$ cat src/rtl/emu_ctrl_seq.sv
// Emulation control sequencer: it turns host commands into time-controller modes and accumulates emulation time.
// Optional feature: define EMU_TIME_SAT_EN to make emu_time saturate at all-ones instead of wrapping.
`ifndef TIME_WIDTH
`define TIME_WIDTH 32
`endif
`ifndef DT_WIDTH
`define DT_WIDTH 16
`endif

module emu_ctrl_seq #(
    parameter int TIME_W = `TIME_WIDTH,
    parameter int DT_W   = `DT_WIDTH
) (
    input  logic              __emu_clk,
    input  logic              __emu_rst,
    input  logic [DT_W-1:0]   emu_dt,
    input  logic              cmd_valid,
    output logic              cmd_ready,
    input  logic [1:0]        cmd_op,
    input  logic [TIME_W-1:0] cmd_data,
    output logic [3:0]        emu_ctrl_mode,
    output logic [TIME_W-1:0] emu_ctrl_data,
    output logic [TIME_W-1:0] emu_time,
    output logic              emu_stalled,
    output logic              cmd_done
);

    localparam logic [1:0] S_RUN    = 2'd0;
    localparam logic [1:0] S_HOLD   = 2'd1;
    localparam logic [1:0] S_RUN_TO = 2'd2;
    localparam logic [1:0] S_STEP   = 2'd3;

    localparam logic [1:0] OP_RUN    = 2'd0;
    localparam logic [1:0] OP_STOP   = 2'd1;
    localparam logic [1:0] OP_RUN_TO = 2'd2;
    localparam logic [1:0] OP_STEP   = 2'd3;

    logic [1:0]        state_q, state_d;
    logic [3:0]        mode_q, mode_d;
    logic [TIME_W-1:0] data_q, data_d;
    logic [TIME_W-1:0] time_q, time_d;
    logic              done_q, done_d;
    logic              accept;

    assign cmd_ready = (state_q != S_STEP);
    assign accept    = cmd_valid && cmd_ready;

`ifdef EMU_TIME_SAT_EN
    logic [TIME_W:0] time_sum;
    assign time_sum = {1'b0, time_q} + (TIME_W+1)'(emu_dt);
    assign time_d   = time_sum[TIME_W] ? '1 : time_sum[TIME_W-1:0];
`else
    assign time_d = time_q + TIME_W'(emu_dt);
`endif

    // An accepted command always takes priority over a completing RUN_TO, suppressing cmd_done.
    always_comb begin
        state_d = state_q;
        data_d  = data_q;
        done_d  = 1'b0;
        if (accept) begin
            case (cmd_op)
                OP_RUN:    state_d = S_RUN;
                OP_STOP:   state_d = S_HOLD;
                OP_RUN_TO: begin
                    state_d = S_RUN_TO;
                    data_d  = cmd_data;
                end
                default: begin
                    state_d = S_STEP;
                    data_d  = cmd_data;
                end
            endcase
        end else if (state_q == S_RUN_TO && time_q >= data_q) begin
            state_d = S_HOLD;
            done_d  = 1'b1;
        end else if (state_q == S_STEP) begin
            state_d = S_HOLD;
            done_d  = 1'b1;
        end
    end

    always_comb begin
        mode_d = 4'd1;
        case (state_d)
            S_RUN:    mode_d = 4'd0;
            S_HOLD:   mode_d = 4'd1;
            S_RUN_TO: mode_d = 4'd2;
            default:  mode_d = 4'd3;
        endcase
    end

    always_ff @(posedge __emu_clk) begin
        if (__emu_rst) begin
            state_q <= S_HOLD;
            mode_q  <= 4'd1;
            data_q  <= '0;
            time_q  <= '0;
            done_q  <= 1'b0;
        end else begin
            state_q <= state_d;
            mode_q  <= mode_d;
            data_q  <= data_d;
            time_q  <= time_d;
            done_q  <= done_d;
        end
    end

    assign emu_ctrl_mode = mode_q;
    assign emu_ctrl_data = data_q;
    assign emu_time      = time_q;
    assign emu_stalled   = (state_q == S_HOLD);
    assign cmd_done      = done_q;

endmodule

$ cat config.mk
export PLATFORM = sky130hd
export DESIGN_NAME = emu_ctrl_seq
export DESIGN_NICKNAME = d
export VERILOG_FILES = /design/src/rtl/emu_ctrl_seq.sv
export SDC_FILE = /design/constraint.sdc
export NUM_CORES = 1
export LEC_CHECK = 0
export BUFFER_PORTS_ARGS = -buffer_cell sky130_fd_sc_hd__buf_2
export CORE_MARGIN = 2
export CORE_UTILIZATION = 56
export DETAILED_ROUTE_END_ITERATION = 12
export PLACE_DENSITY_LB_ADDON = 0.3
export SLEW_MARGIN = 10
export SYNTH_ARGS = -nofsm -noshare
export SYNTH_HDL_FRONTEND = slang
export SYNTH_SLANG_ARGS = --single-unit
$ cat constraint.sdc
create_clock -name __emu_clk -period 3.56 [get_ports __emu_clk]
set_input_delay 0.178 -clock __emu_clk [delete_from_list [all_inputs] [get_ports __emu_clk]]
set_output_delay 0.178 -clock __emu_clk [all_outputs]
set_load 0.005 [all_outputs]
## Word level (Yosys, flattened, before mapping)

Cells that the tools add are included.

| word-level totals | value |
|---|---|
| output and inout port bits | 71 |
| logic and storage cells | 30 |
| bits of input ports | 53 |
| flip-flop bits (word level) | 71 |

| operators by class | value |
|---|---|
| multiplexer cells | 7 |
| order comparisons | 1 |
| add/sub/neg operators | 1 |
| reduce and logical (&&, ||, !) cells | 7 |
| bitwise gates (word level) | 1 |
| eq/ne operators | 8 |

Operator list:

| cell | number |
|---|---|
| 32-bit by 16-bit adder with 32-bit output | 1 |
| 32-bit >= comparator | 1 |
| 2-bit case mux with 3 select lines | 2 |
| 2-bit equality test, second input constant | 4 |
| 2-bit by 1-bit equality test with 1-bit output, second input constant | 3 |
| 2-bit 2-to-1 mux | 3 |
| 2-bit zero test | 2 |
| 2-bit OR reduction | 2 |
| 1-bit logical AND | 2 |
| 1-bit 2-to-1 mux | 2 |
| 2-bit != test, second input constant | 1 |
| 2-bit AND reduction | 1 |
| 1-bit NOT | 1 |

## Longest topological paths before layout

| depth | value |
|---|---|
| depth after elaboration | 6 |
| depth in mapped cells | 9 |
| gate-level depth less buffers | 9 |

## Worst setup path after synthesis

OpenSTA, ideal clock, no wires.

| path | value |
|---|---|
| kind | flip-flop to flip-flop |
| from | register time_q[0], in the netlist emu_time[0] |
| to | register time_q[26], in the netlist emu_time[26] |
| required time | 3.490 ns |
| period minus slack after synthesis | 2.382 ns |
| library setup time | 0.070 ns |
| slack | 1.178 ns |
| data arrival time | 2.312 ns |
| path buffers | 0 |
| stages on the path, launching flop included | 10 |
| cells stage by stage | dfxtp_1 ha_1 inv_1 fa_1 and2b_1 o2111ai_1 a21oi_1 nor4_2 or4_1 a21oi_1 |

| between the ends | value |
|---|---|
| longest elaborated chain between the ends | 1 |

Ends and longest elaborated chain:

| element | RTL line | text |
|---|---|---|
| start: declaration | 41 | `logic [TIME_W-1:0] time_q, time_d;` |
| start signal: assignment | 104 | `time_q <= time_d;` |
| 32-bit by 16-bit adder with 32-bit output | 53 | `assign time_d = time_q + TIME_W'(emu_dt);` |

No other way between the ends.
A chain may end at the register's enable or synchronous reset.

## Final worst setup path

Same ends and word-level chain as after synthesis.

==> results.ini <==
[timing]
max_slew_margin_pct=44.4
worst_hold_check_slack_ns=0.0565
period_needed_ns=2.69
post_route_clock_period_utilization_pct=75.5
clock_skew_ns=0.0150
count_of_pins_over_their_slew_limit=0
timing.final.setup_violations=0
unrepaired_setup_endpoints_after_global_routing=false
setup_tns_ns=0
max_freq_mhz=372
worst_slew_pin_slew_ns=0.833
timing.final.hold_violations=0

[critical_path]
path_buf_inv=1
timing.critical_path.slowest_cell_delay_ns=0.48
crit_chain=ha_1, inv_1, fa_1, and2b_1, o2111ai_1, a21oi_1, nor4_2, or4_1, a21oi_1
cpMostUsedCell=sky130_fd_sc_hd__a21oi_1
timing_worst_setup_path_type=reg -> reg
critical_path_required_ns=3.83
crit_arrival_ns=2.96
critical_path.max_fanout=7
critPathLaunchType=flip-flop
critPathSlowestCell=sky130_fd_sc_hd__or4_1
critPathTopFamily=simple AND/OR/NAND/NOR gates
end_kind=flip-flop

[grt]
grt_pass1_vias=3932
grt_antenna_before_repair=0
grt_util_all_layers_pct=27.9
global_route_wire_length_before_repair_mm=17.3
grt_start_max_net_pins=45
global_route.overflow_total=0

[clock_tree]
cts.sinks=68
clock_tree_root_driver_cell=sky130_fd_sc_hd__clkbuf_8
cts_tree=built
clock_insertion_delay_at_the_later_pin_of_the_skew_report_ns=0.35
post_cts.repair.setup_buffers=0
htreeDepth=3
cts_buffers=9
cts_resized=0
worst_setup_hold_path_clk_slew_ns=0.09
ctsHoldBuffers=0
cts-root-to-sink-buffers=2

[power_and_ir_drop]
ir_drop_v=0.000382
cellPowerDensity_mw_per_mm2=530
power.total_mw=2.61
leakage_power_nw=2.23

[floorplan]
placeableCoreArea_mm2=0.00718
fp.dieW_um=89.6
ioPinCount=124
start_util_pct=57.2
num_rows=31
die_area_mm2=0.00803
die_y_um=89.6

[route]
avgRoutedWirePerCell_um=14.8
drt_drc_violations_left=0
viasPerCell=5.64
routed_wirelength_mm=10.9
num_vias=4142
initialDrtViolationCount=157
antenna_left=0
drt_pre_antenna_iters=4

[yosys]
synthesized_area_divided_by_synthesized_cell_count_um2=7.94
synth_seq_cells=68
synthDominantCellAreaShare_pct=33.2
postSynth.asyncResetShare_pct=0
synth-main-ff-cell=sky130_fd_sc_hd__dfxtp_1
yosysSeqAreaShare_pct=33.2
synth_enable_flop_cells=0
synth_area_mm2=0.00410
synth_warnings=0
postSynthCellCount=517
synth_cell_types=60
synthTopCellsByArea=sky130_fd_sc_hd__dfxtp_1, sky130_fd_sc_hd__ha_1, sky130_fd_sc_hd__nand2_1
post-synth-top-area-cell=sky130_fd_sc_hd__dfxtp_1

[finish]
register_area_mm2=0.00136
fin_cells=735
final_layout_size_suffix_gt1_share_pct=23.6
areaGrowthSynthToFinish_pct=20.3
multi_input_comb_area_mm2=0.00250
insertedDiodeCount=0
fillcell_total=610
postLayoutCellArea_mm2=0.00493
nets=733

[placement]
dp.final_hpwl_mm=8.46
place_inst=719
area_post_placement_mm2=0.00475
globalplace.congestion=0.918
port_buffers=121

[status]
run_status=complete, no violations

[run]
maxCapViolCount=0

[min_path]
holdCritPathClass=in -> reg

[cell usage after synthesis (2+ instances only)]
master and instances:
sky130_fd_sc_hd__a211oi_1 2, sky130_fd_sc_hd__a21o_1 6, sky130_fd_sc_hd__a21oi_1 68, sky130_fd_sc_hd__a31oi_1 5, sky130_fd_sc_hd__and2_1 4, sky130_fd_sc_hd__and3_1 3, sky130_fd_sc_hd__buf_1 2, sky130_fd_sc_hd__buf_4 3
sky130_fd_sc_hd__clkbuf_1 13, sky130_fd_sc_hd__dfxtp_1 68, sky130_fd_sc_hd__ha_1 48, sky130_fd_sc_hd__inv_1 41, sky130_fd_sc_hd__mux2_1 2, sky130_fd_sc_hd__nand2_1 91, sky130_fd_sc_hd__nand2b_1 4, sky130_fd_sc_hd__nand3_1 8
sky130_fd_sc_hd__nand4_1 9, sky130_fd_sc_hd__nor2_1 30, sky130_fd_sc_hd__nor2b_1 7, sky130_fd_sc_hd__nor3_1 9, sky130_fd_sc_hd__nor3_2 2, sky130_fd_sc_hd__nor4_1 4, sky130_fd_sc_hd__o2111ai_1 2, sky130_fd_sc_hd__o211ai_1 4
sky130_fd_sc_hd__o21a_1 8, sky130_fd_sc_hd__o21ai_0 8, sky130_fd_sc_hd__o21ai_1 4, sky130_fd_sc_hd__o31a_1 3, sky130_fd_sc_hd__o31ai_1 8, sky130_fd_sc_hd__or2_1 4, sky130_fd_sc_hd__or3_1 3, sky130_fd_sc_hd__or4_1 7
sky130_fd_sc_hd__xnor2_1 4, sky130_fd_sc_hd__xor2_1 7
[area by class of cell]
class,count,share of cell area (%)
Multi-Input combinational cell,389,50.7
Sequential cell,68,27.6
Timing Repair Buffer,122,12.4
Inverter,41,3.12
Clock buffer,11,2.87
Tap cell,99,2.51
Clock inverter,5,0.761
[routing by layer]
layer | wire length, um | up-vias | track usage, %
met5 | 0 | - | 1.30
met4 | 356 | 0 | 13.3
met3 | 622 | 30 | 6.22
met2 | 5270 | 130 | 48.5
met1 | 4600 | 1935 | 32.3
li1 | - | 2047 | -
[worst min-delay path, stage by stage]
cell                      delay, ns
sky130_fd_sc_hd__buf_2         0.09
sky130_fd_sc_hd__nand2_1       0.05
sky130_fd_sc_hd__a21oi_1       0.05
[logic make-up (layout without fill, tap and decap cells)]
group,after synthesis,after routing,share of synthesized area (%)
compound gates,130,130,19.4
xor+xnor,11,11,2.35
fa+ha+maj,49,49,15.1
buf+inv,61,179,6.07
flops,68,68,33.2
mux,3,3,0.915
other cells,1,2,0.0914
simple gates,194,194,22.8
[power breakdown]
| part | switching (mW) | leakage (nW) | internal (mW) |
|---|---|---|---|
| Clock | 0.312 | 0.0855 | 0.273 |
| Combinational | 0.621 | 1.59 | 0.465 |
| Sequential | 0.0889 | 0.557 | 0.854 |
[path summary, 6_finish.rpt]
kind | slack (ns) | to | from | cells past startpoint
setup / recovery | 0.87 | emu_time[26] | emu_time[0] | 9
hold / removal | 0.06 | emu_ctrl_data[22] | cmd_data[22] | 3
setup reg to reg | 0.87 | emu_time[26] | emu_time[0] | 9
hold reg to reg | 0.47 | emu_ctrl_data[23] | emu_ctrl_data[23] | 2
[flip-flops by register name (all words and copies together), names as in the netlist]
register       count
state_q            1
cmd_done           1
emu_ctrl_mode      2
emu_ctrl_data     32
emu_time          32
[layout by cell type, fill, tap and decap left out, types with 5 or more instances in the layout]
master                     count
sky130_fd_sc_hd__or4_1         7
sky130_fd_sc_hd__a31oi_1       5
sky130_fd_sc_hd__nor3_1        9
sky130_fd_sc_hd__a21oi_1      68
sky130_fd_sc_hd__buf_2       121
sky130_fd_sc_hd__nand3_1       7
sky130_fd_sc_hd__o21ai_0       8
sky130_fd_sc_hd__clkbuf_8     10
sky130_fd_sc_hd__nand4_1       9
sky130_fd_sc_hd__o31ai_1       8
sky130_fd_sc_hd__ha_1         48
sky130_fd_sc_hd__nor2_1       30
sky130_fd_sc_hd__nor2b_1       7
sky130_fd_sc_hd__dfxtp_1      68
sky130_fd_sc_hd__xor2_1        7
sky130_fd_sc_hd__inv_1        41
sky130_fd_sc_hd__o21a_1        8
sky130_fd_sc_hd__a21o_1        6
sky130_fd_sc_hd__nand2_1      91
[per-stage QoR]
step,setup slack [ns],utilization (%)
floorplan,1.18,-
global placement,1.01,66.2
detailed placement,0.900,66.2
CTS,0.879,68.7
global route,0.684,68.8
finish,0.871,68.8
No activity file was read; power rests on OpenSTA's default activity.
